$ cat src/rtl/cpu_types_pkg.sv
// Shared CPU types plus the pipeline controller's state and control-word definitions.
package cpu_types_pkg;

  typedef logic [4:0]  regbits_t;
  typedef logic [31:0] word_t;

  typedef enum logic {
    RUN    = 1'b0,
    HALTED = 1'b1
  } pctrl_state_t;

  // One control word per pipeline case; a flushed latch keeps its enable high
  // because the flush overrides it inside the latch anyway.
  typedef struct packed {
    logic pc_en;
    logic ifid_en;
    logic idex_en;
    logic exmem_en;
    logic memwb_en;
    logic ifid_flush;
    logic idex_flush;
    logic exmem_flush;
    logic memwb_flush;
  } pctrl_out_t;

  localparam pctrl_out_t CTRL_FREEZE  = 9'b0_0000_0000;
  localparam pctrl_out_t CTRL_BRANCH  = 9'b1_1111_1100;
  localparam pctrl_out_t CTRL_LOADUSE = 9'b0_0111_0100;
  localparam pctrl_out_t CTRL_IMISS   = 9'b0_1111_1000;
  localparam pctrl_out_t CTRL_NORMAL  = 9'b1_1111_0000;

  localparam word_t STALL_CNT_MAX = 32'hFFFF_FFFF;

endpackage

$ cat src/rtl/pipeline_ctrl_if.sv
// Hazard inputs from the datapath and stage enables/flushes back to it.
interface pipeline_ctrl_if;
  import cpu_types_pkg::*;

  logic     ihit;
  logic     dhit;
  logic     mem_dren;
  logic     mem_dwen;
  logic     ex_memread;
  regbits_t ex_rd;
  regbits_t id_rs;
  regbits_t id_rt;
  logic     ex_pcsrc;
  logic     wb_halt;

  logic     pc_en;
  logic     ifid_en;
  logic     idex_en;
  logic     exmem_en;
  logic     memwb_en;
  logic     ifid_flush;
  logic     idex_flush;
  logic     exmem_flush;
  logic     memwb_flush;
  logic     halt;
  word_t    stall_cnt;

  // Datapath side: drives hazard information, receives control.
  modport master (
    output ihit, dhit, mem_dren, mem_dwen, ex_memread, ex_rd, id_rs, id_rt,
           ex_pcsrc, wb_halt,
    input  pc_en, ifid_en, idex_en, exmem_en, memwb_en,
           ifid_flush, idex_flush, exmem_flush, memwb_flush, halt, stall_cnt
  );

  // Controller side.
  modport slave (
    input  ihit, dhit, mem_dren, mem_dwen, ex_memread, ex_rd, id_rs, id_rt,
           ex_pcsrc, wb_halt,
    output pc_en, ifid_en, idex_en, exmem_en, memwb_en,
           ifid_flush, idex_flush, exmem_flush, memwb_flush, halt, stall_cnt
  );

endinterface

$ cat src/rtl/pipeline_ctrl_hazard_detect.sv
// Pure combinational hazard detection: data-cache stall and load-use dependency.
module hazard_detect
  import cpu_types_pkg::*;
(
  input  logic     dhit,
  input  logic     mem_dren,
  input  logic     mem_dwen,
  input  logic     ex_memread,
  input  regbits_t ex_rd,
  input  regbits_t id_rs,
  input  regbits_t id_rt,
  output logic     dstall,
  output logic     loaduse
);

  // A MEM access still waiting on the data cache freezes the whole pipe.
  assign dstall  = (mem_dren | mem_dwen) & ~dhit;

  // Register 0 is hardwired, so a load into it never creates a dependency.
  assign loaduse = ex_memread & (ex_rd != '0) & ((ex_rd == id_rs) | (ex_rd == id_rt));

endmodule

$ cat src/rtl/pipeline_ctrl.sv
// Pipeline controller: run/halt state, prioritised stall/flush control, stall counter.
module pipeline_ctrl
  import cpu_types_pkg::*;
(
  input  logic            CLK,
  input  logic            RST,
  pipeline_ctrl_if.slave  bus
);

  pctrl_state_t state_q, state_d;
  word_t        stall_cnt_q;
  pctrl_out_t   ctrl;
  logic         stall_cycle;
  logic         dstall, loaduse;

  hazard_detect u_hazard (
    .dhit       (bus.dhit),
    .mem_dren   (bus.mem_dren),
    .mem_dwen   (bus.mem_dwen),
    .ex_memread (bus.ex_memread),
    .ex_rd      (bus.ex_rd),
    .id_rs      (bus.id_rs),
    .id_rt      (bus.id_rt),
    .dstall     (dstall),
    .loaduse    (loaduse)
  );

  // Next state and control word; reset forces the RUN rules on the outputs.
  always_comb begin
    // NOTE: every output gets a default first so no path leaves one unassigned (no latches).
    state_d     = state_q;
    ctrl        = CTRL_FREEZE;
    stall_cycle = 1'b0;
    if (state_q == RUN || RST) begin
      if (dstall) begin
        ctrl        = CTRL_FREEZE;
        stall_cycle = 1'b1;
      end else if (bus.ex_pcsrc) begin
        // A taken branch squashes the ID instruction, so any load-use bubble is moot.
        ctrl = CTRL_BRANCH;
      end else if (loaduse) begin
        ctrl        = CTRL_LOADUSE;
        stall_cycle = 1'b1;
      end else if (!bus.ihit) begin
        ctrl        = CTRL_IMISS;
        stall_cycle = 1'b1;
      end else begin
        ctrl = CTRL_NORMAL;
      end
      // The halt only retires once its MEM/WB slot is no longer frozen.
      if (bus.wb_halt && !dstall) state_d = HALTED;
    end
  end

  // State register; HALTED is left only through reset.
  always_ff @(posedge CLK) begin
    // NOTE: registers are updated with non-blocking assignments so every flop samples pre-edge values.
    if (RST) state_q <= RUN;
    else     state_q <= state_d;
  end

  // Saturating count of cycles spent stalled in RUN.
  always_ff @(posedge CLK) begin
    if (RST)
      stall_cnt_q <= '0;
    else if (stall_cycle && stall_cnt_q != STALL_CNT_MAX)
      stall_cnt_q <= stall_cnt_q + 32'd1;
  end

  assign bus.pc_en       = ctrl.pc_en;
  assign bus.ifid_en     = ctrl.ifid_en;
  assign bus.idex_en     = ctrl.idex_en;
  assign bus.exmem_en    = ctrl.exmem_en;
  assign bus.memwb_en    = ctrl.memwb_en;
  assign bus.ifid_flush  = ctrl.ifid_flush;
  assign bus.idex_flush  = ctrl.idex_flush;
  assign bus.exmem_flush = ctrl.exmem_flush;
  assign bus.memwb_flush = ctrl.memwb_flush;
  assign bus.halt        = (state_q == HALTED);
  assign bus.stall_cnt   = stall_cnt_q;

endmodule

$ cat src/flat_wrapper.sv
// flat-port wrapper written by rule: the top's interface ports become plain ports
module pipeline_ctrl_flat import cpu_types_pkg::*;
  (CLK, RST, bus_ihit, bus_dhit, bus_mem_dren, bus_mem_dwen, bus_ex_memread, bus_ex_rd, bus_id_rs, bus_id_rt, bus_ex_pcsrc, bus_wb_halt, bus_pc_en, bus_ifid_en, bus_idex_en, bus_exmem_en, bus_memwb_en, bus_ifid_flush, bus_idex_flush, bus_exmem_flush, bus_memwb_flush, bus_halt, bus_stall_cnt);
  pipeline_ctrl_if bus_i ();
  input  logic CLK;
  input  logic RST;
  input wire logic [$bits(bus_i.ihit)-1:0] bus_ihit;
  input wire logic [$bits(bus_i.dhit)-1:0] bus_dhit;
  input wire logic [$bits(bus_i.mem_dren)-1:0] bus_mem_dren;
  input wire logic [$bits(bus_i.mem_dwen)-1:0] bus_mem_dwen;
  input wire logic [$bits(bus_i.ex_memread)-1:0] bus_ex_memread;
  input wire logic [$bits(bus_i.ex_rd)-1:0] bus_ex_rd;
  input wire logic [$bits(bus_i.id_rs)-1:0] bus_id_rs;
  input wire logic [$bits(bus_i.id_rt)-1:0] bus_id_rt;
  input wire logic [$bits(bus_i.ex_pcsrc)-1:0] bus_ex_pcsrc;
  input wire logic [$bits(bus_i.wb_halt)-1:0] bus_wb_halt;
  output wire logic [$bits(bus_i.pc_en)-1:0] bus_pc_en;
  output wire logic [$bits(bus_i.ifid_en)-1:0] bus_ifid_en;
  output wire logic [$bits(bus_i.idex_en)-1:0] bus_idex_en;
  output wire logic [$bits(bus_i.exmem_en)-1:0] bus_exmem_en;
  output wire logic [$bits(bus_i.memwb_en)-1:0] bus_memwb_en;
  output wire logic [$bits(bus_i.ifid_flush)-1:0] bus_ifid_flush;
  output wire logic [$bits(bus_i.idex_flush)-1:0] bus_idex_flush;
  output wire logic [$bits(bus_i.exmem_flush)-1:0] bus_exmem_flush;
  output wire logic [$bits(bus_i.memwb_flush)-1:0] bus_memwb_flush;
  output wire logic [$bits(bus_i.halt)-1:0] bus_halt;
  output wire logic [$bits(bus_i.stall_cnt)-1:0] bus_stall_cnt;
  assign bus_i.ihit = bus_ihit;
  assign bus_i.dhit = bus_dhit;
  assign bus_i.mem_dren = bus_mem_dren;
  assign bus_i.mem_dwen = bus_mem_dwen;
  assign bus_i.ex_memread = bus_ex_memread;
  assign bus_i.ex_rd = bus_ex_rd;
  assign bus_i.id_rs = bus_id_rs;
  assign bus_i.id_rt = bus_id_rt;
  assign bus_i.ex_pcsrc = bus_ex_pcsrc;
  assign bus_i.wb_halt = bus_wb_halt;
  assign bus_pc_en = bus_i.pc_en;
  assign bus_ifid_en = bus_i.ifid_en;
  assign bus_idex_en = bus_i.idex_en;
  assign bus_exmem_en = bus_i.exmem_en;
  assign bus_memwb_en = bus_i.memwb_en;
  assign bus_ifid_flush = bus_i.ifid_flush;
  assign bus_idex_flush = bus_i.idex_flush;
  assign bus_exmem_flush = bus_i.exmem_flush;
  assign bus_memwb_flush = bus_i.memwb_flush;
  assign bus_halt = bus_i.halt;
  assign bus_stall_cnt = bus_i.stall_cnt;
  pipeline_ctrl u_core (.CLK(CLK), .RST(RST), .bus(bus_i));
endmodule
$ cat config.mk
export PLATFORM = sky130hd
export DESIGN_NAME = pipeline_ctrl_flat
export DESIGN_NICKNAME = d
export VERILOG_FILES = /design/src/rtl/cpu_types_pkg.sv /design/src/rtl/pipeline_ctrl_if.sv /design/src/rtl/pipeline_ctrl_hazard_detect.sv /design/src/rtl/pipeline_ctrl.sv /design/src/flat_wrapper.sv
export SDC_FILE = /design/constraint.sdc
export NUM_CORES = 1
export LEC_CHECK = 0
export CAP_MARGIN = 20
export CORE_MARGIN = 4
export CORE_UTILIZATION = 40
export DETAILED_ROUTE_END_ITERATION = 10
export PLACE_DENSITY = 0.84
export SYNTH_ARGS = -nofsm -noshare
export SYNTH_HDL_FRONTEND = slang
export SYNTH_SLANG_ARGS = --single-unit
export TNS_END_PERCENT = 20
$ cat constraint.sdc
create_clock -name CLK -period 2.2 [get_ports CLK]
set_clock_uncertainty 0.1 [all_clocks]
set_input_delay 0.55 -clock CLK [delete_from_list [all_inputs] [get_ports CLK]]
set_output_delay 0.55 -clock CLK [all_outputs]
set_load 0.01 [all_outputs]
Word level (Yosys, flattened, before mapping)
Cells that the tools add are included.
{"block": "totals", "regBits": 33, "wordCells": 29, "output_inout_bits": 42, "input_bits": 24}
{"block": "classes", "reduce_logical": 6, "addsub": 1, "n_eq_ne": 3, "n_bitwise": 7, "muxes": 10}
{"cell": "2-to-1 mux 9 bit", "n": 5}
{"cell": "adder 32 x 1 -> 32 bit (second input constant)", "n": 1}
{"cell": "!= test 32 bit (second input constant)", "n": 1}
{"cell": "equality test 5 bit", "n": 2}
{"cell": "2-to-1 mux 1 bit", "n": 5}
{"cell": "nonzero test 5 bit", "n": 1}
{"cell": "bitwise AND 1 bit", "n": 3}
{"cell": "logical AND 1 bit", "n": 2}
{"cell": "NOT 1 bit", "n": 2}
{"cell": "bitwise OR 1 bit", "n": 2}
{"cell": "AND reduction 2 bit", "n": 1}
{"cell": "logical NOT 1 bit", "n": 1}
{"cell": "logical OR 1 bit", "n": 1}

Logic depth before layout (Yosys ltp)
{"block": "logic_depth", "word_depth": 8, "mapped_depth": 9, "depth_no_buf": 7}

By module
Synthesis repeated with hierarchy kept, for this count alone.
{"block": "hier_totals", "hier_cells": 229, "area_unflattened_um2": 1863.0}
{"module": "pipeline_ctrl", "instances": 1, "area_each_um2": 1730.4, "seq_area_each_um2": 660.6, "cells_per_inst": 210}
{"module": "hazard_detect", "instances": 1, "area_each_um2": 132.6, "seq_area_each_um2": 0.0, "cells_per_inst": 19}

Worst setup path before layout
Ideal clock, no wire load.
{"block": "synth_path", "path_kind": "in2out", "from": "input port bus_ex_rd[1]", "to": "output port bus_ifid_flush", "path_buffers": 0, "cell_stages": 5, "t_arrival_ns": 1.659, "required_time_ns": 1.550, "slack_ns": -0.109, "path_cell_list": "or4_1 -> o21ai_2 -> nand2b_1 -> nand2b_1 -> a21oi_1"}
{"block": "synth_between", "elab_chain_cells": 7, "elab_cells_between_ends": 10, "cone_classes": "eq/ne (2); mux (4); bitwise (3); reduce/logical (1)"}
{"item": "from (decl)", "line_no": "flat_wrapper.sv:12", "text": "input wire logic [$bits(bus_i.ex_rd)-1:0] bus_ex_rd;"}
{"item": "equality test 5 bit or nonzero test 5 bit (tied branches)", "line_no": "pipeline_ctrl_hazard_detect.sv:20", "text": "assign loaduse = ex_memread & (ex_rd != '0) & ((ex_rd == id_rs) | (ex_rd == id_rt));"}
{"item": "bitwise OR 1 bit or bitwise AND 1 bit (tied branches)", "line_no": "pipeline_ctrl_hazard_detect.sv:20"}
{"item": "bitwise AND 1 bit *", "line_no": "pipeline_ctrl_hazard_detect.sv:20"}
{"item": "2-to-1 mux 9 bit *", "line_no": "pipeline_ctrl.sv:41", "text": "end else if (loaduse) begin"}
{"item": "2-to-1 mux 9 bit *", "line_no": "pipeline_ctrl.sv:38", "text": "end else if (bus.ex_pcsrc) begin"}
{"item": "2-to-1 mux 9 bit *", "line_no": "pipeline_ctrl.sv:35", "text": "if (dstall) begin"}
{"item": "2-to-1 mux 9 bit *", "line_no": "pipeline_ctrl.sv:34", "text": "if (state_q == RUN || RST) begin"}
{"item": "to (decl)", "line_no": "flat_wrapper.sv:22", "text": "output wire logic [$bits(bus_i.ifid_flush)-1:0] bus_ifid_flush;"}
Mark *: on every way between the ends. The rest lies on a longest branch, timed or not.

Worst setup path after layout
{"block": "layout_path", "from": "input port bus_ex_rd[4]", "to": "output port bus_pc_en"}
{"block": "layout_between", "elab_chain_cells": 7, "elab_cells_between_ends": 10, "cone_classes": "eq/ne (2); mux (4); bitwise (3); reduce/logical (1)"}
{"item": "equality test 5 bit or nonzero test 5 bit (tied branches)", "line_no": "pipeline_ctrl_hazard_detect.sv:20"}
{"item": "bitwise OR 1 bit or bitwise AND 1 bit (tied branches)", "line_no": "pipeline_ctrl_hazard_detect.sv:20"}
{"item": "bitwise AND 1 bit *", "line_no": "pipeline_ctrl_hazard_detect.sv:20"}
{"item": "2-to-1 mux 9 bit *", "line_no": "pipeline_ctrl.sv:41"}
{"item": "2-to-1 mux 9 bit *", "line_no": "pipeline_ctrl.sv:38"}
{"item": "2-to-1 mux 9 bit *", "line_no": "pipeline_ctrl.sv:35"}
{"item": "2-to-1 mux 9 bit *", "line_no": "pipeline_ctrl.sv:34"}
{"item": "to (decl)", "line_no": "flat_wrapper.sv:17", "text": "output wire logic [$bits(bus_i.pc_en)-1:0] bus_pc_en;"}
Marks and branches as above.

==> flow_summary_export.csv <==
group,metric,value,unit
clocking,h-tree-depth,2,
routing,totalWireLength,6.523,mm
die,die_w,78.72,um
synthesis,synth_compound_area_share,19.95,%
pwr,leakagePower,0.001202,uW
sta,holdWs,0.4126,ns
clocking,root_buffer,"clkbuf_8",
clocking,clkLatencyLatePin,0.29,ns
synthesis,synth.largest_area_cell,"dfxtp_1",
sta,setup_violations,30,
critical_path,crit_buf_inv,2,
die,die_area,6197,um2
synthesis,syn_area,2001,um2
synthesis,synthXorXnorAreaFrac,4.378,%
global_routing,grt_pass1_vias,2306,
routing,drt-pass1-iter-count,7,
finish,area.growth.synth_to_final,63.41,%
synthesis,yosys.area_share.simple,33.27,%
placed_design,portBuffers,63,
sta,finalHoldViolations,0,
synthesis,synth_warnings,0,
synthesis,synthMuxAreaShare,2.814,%
routing,route.detailed.drc,0,
die,pin_count,66,
finish,nNetsFinal,378,
critical_path,start_kind,"input port",
outcome,status,"finished, violations left",
routing,vias_per_cell,5.667,
global_routing,grt_overflow,0,
pwr,fin_total_pwr,1413,uW
hold_path,hp-class,"reg -> reg",
clocking,clk_pin_slew_worst_paths,0.07,ns
critical_path,slowest_stage,"or4_4",
clocking,clockBufferDepth,2,
synthesis,ys_ff_latch,33,
sta,layout_min_cycle_time,2.426,ns
synthesis,synthCells,252,
synthesis,synth_top_family_by_area,"simple AND/OR/NAND/NOR gates",
critical_path,end_kind,"output port",
sta,slew_headroom,58.85,%
pwr,powerDensity,432.2,nW/um2
die,core,4786,um2
clocking,cts_tree,"yes",
placed_design,hpwl,4.561,mm
synthesis,ys_top_cells_by_area,"dfxtp_1, a21oi_1, or3_1",
routing,drt_iter0_drc,148,
synthesis,synth_cell_types,38,
clocking,holdBufCountCts,0,
finish,mostFrequentLayoutCell,"clkdlybuf4s50_1",
sta,tightest_slew,0.6120,ns
critical_path,cp_data_required_time,1.55,ns
clocking,cts_buffers,5,
critical_path,slowest_delay,0.53,ns
flow_run,max_cap_violations,0,
finish,most-common-layout-cells,"clkdlybuf4s50_1, buf_4, dfxtp_1",
critical_path,path_class,"in -> out",
routing,wl_per_cell,15.49,um
global_routing,antenna_found_initial,0,
critical_path,crit_family,"simple AND/OR/NAND/NOR gates",
die,initial_core_util,41.80,%
pwr,vdd_drop_max,393.7,uV
die,row_count,25,
global_routing,grt_max_degree,39,
die,die_h,78.72,um
synthesis,yosysTopAreaCellShare,33.02,%
synthesis,synth_fa_ha_area_share,0.6254,%
sta,max_freq,412.2,MHz
clocking,cts_sinks,33,
global_routing,grt_pass1_wl,10.60,mm
sta,rsz0062_at_grt,"true",
placed_design,dpl_cell_area,3018,um2
critical_path,worstPathArrival,1.78,ns
synthesis,syn_avg_cell_area,7.939,um2
global_routing,grt.total_usage,21.22,%
placed_design,gp_congestion,0.8702,
critical_path,crit_chain,"buf_6 -> or4_4 -> o21ai_4 -> nand2b_4 -> a21oi_2 -> nor2_1 -> buf_2",
finish,fin_area,3269,um2
sta,fin_crit_sh,110.3,%
finish,drive_gt1_share,28.81,%
routing,ant_nets,0,
synthesis,synth_seq_area_share,33.02,%
finish,diodes,0,
outcome,violations,"setup timing",
sta,worst_slack,-0.2260,ns
routing,vias,2386,
critical_path,critPathMaxFanout,3,
sta,drv_slew,0,
worst min-delay path, stage by stage (launching register included):
cell	delay, ns
dfxtp_1	0.33
o21ai_0	0.08
a21oi_1	0.06
area by class of cell:
type	instances	area [um2]
Inverter	3	11.26
Clock buffer	7	96.34
Timing Repair Buffer	111	1013
Clock inverter	1	5.005
Fill cell	390	1516
Sequential cell	33	660.6
Multi-Input combinational cell	199	1399
Tap cell	67	83.83
cells by family after synthesis:
group,after synthesis
fa+ha+maj,1
flops,33
compound gates,67
mux,5
xor+xnor,10
other cells,1
buf+inv,21
simple gates,114
cells in the mapped netlist, drive strengths merged:
| master | number |
|---|---|
| a21oi | 33 |
| or3b | 2 |
| nand2 | 15 |
| dfxtp | 33 |
| o21ai | 22 |
| o21bai | 1 |
| and3 | 7 |
| buf | 11 |
| or4 | 5 |
| o22ai | 1 |
| o31ai | 5 |
| ha | 1 |
| conb | 1 |
| o41ai | 3 |
| nand3 | 11 |
| a41o | 1 |
| clkbuf | 7 |
| and2 | 3 |
| nor2b | 5 |
| inv | 3 |
| a31oi | 1 |
| nor2 | 12 |
| nor3 | 2 |
| nand3b | 2 |
| xnor2 | 10 |
| nand4 | 17 |
| and4 | 4 |
| mux2 | 5 |
| or3 | 19 |
| nor4 | 7 |
| nand2b | 3 |
path summary, 6_finish.rpt:
| kind | start | end | slack [ns] | cells past startpoint |
|---|---|---|---|---|
| max | bus_ex_rd[4] | bus_pc_en | -0.23 | 7 |
| min | u_core.bus.stall_cnt[4]$_SDFFE_PP0P_ | u_core.bus.stall_cnt[4]$_SDFFE_PP0P_ | 0.41 | 2 |
| max reg2reg | u_core.bus.stall_cnt[4]$_SDFFE_PP0P_ | u_core.bus.stall_cnt[31]$_SDFFE_PP0P_ | -0.05 | 6 |
| min reg2reg | u_core.bus.stall_cnt[4]$_SDFFE_PP0P_ | u_core.bus.stall_cnt[4]$_SDFFE_PP0P_ | 0.41 | 2 |
through the flow:
stage | worst slack [ns] | instances | util, % | setup TNS [ns]
final | -0.2260 | 421 | 68.31 | -3.069
after global routing | -0.2937 | 421 | 68.31 | -6.353
after CTS | -0.2546 | 421 | 67.16 | -2.360
after detailed placement | -0.9992 | 408 | 63.06 | -26.34
after global placement | -0.9884 | 408 | 63.06 | -23.88
after floorplan | -0.05502 | 253 | - | -0.2205
flip-flops by register name (all words and copies together), names as in the netlist:
| signal | flops |
|---|---|
| u_core.bus.stall_cnt | 32 |
| u_core.bus.halt | 1 |
power breakdown:
part           switching, uW  internal [uW]
clock network            230            283
logic                    140            155
registers               3.16            603
layer usage:
metal,vias to the layer above,track usage [%],wire length (um)
li1,1147,-,-
met1,1153,25.35,2743
met2,76,38.03,3380
met3,10,3.515,305
met4,0,7.692,95
met5,-,0,0
what timing repair did:
action                     CTS  global route
pin swaps                   42            11
buffers inserted             5             0
resized for setup           81            14
setup endpoints to repair   39            37
No activity file was read; power rests on OpenSTA's default activity.
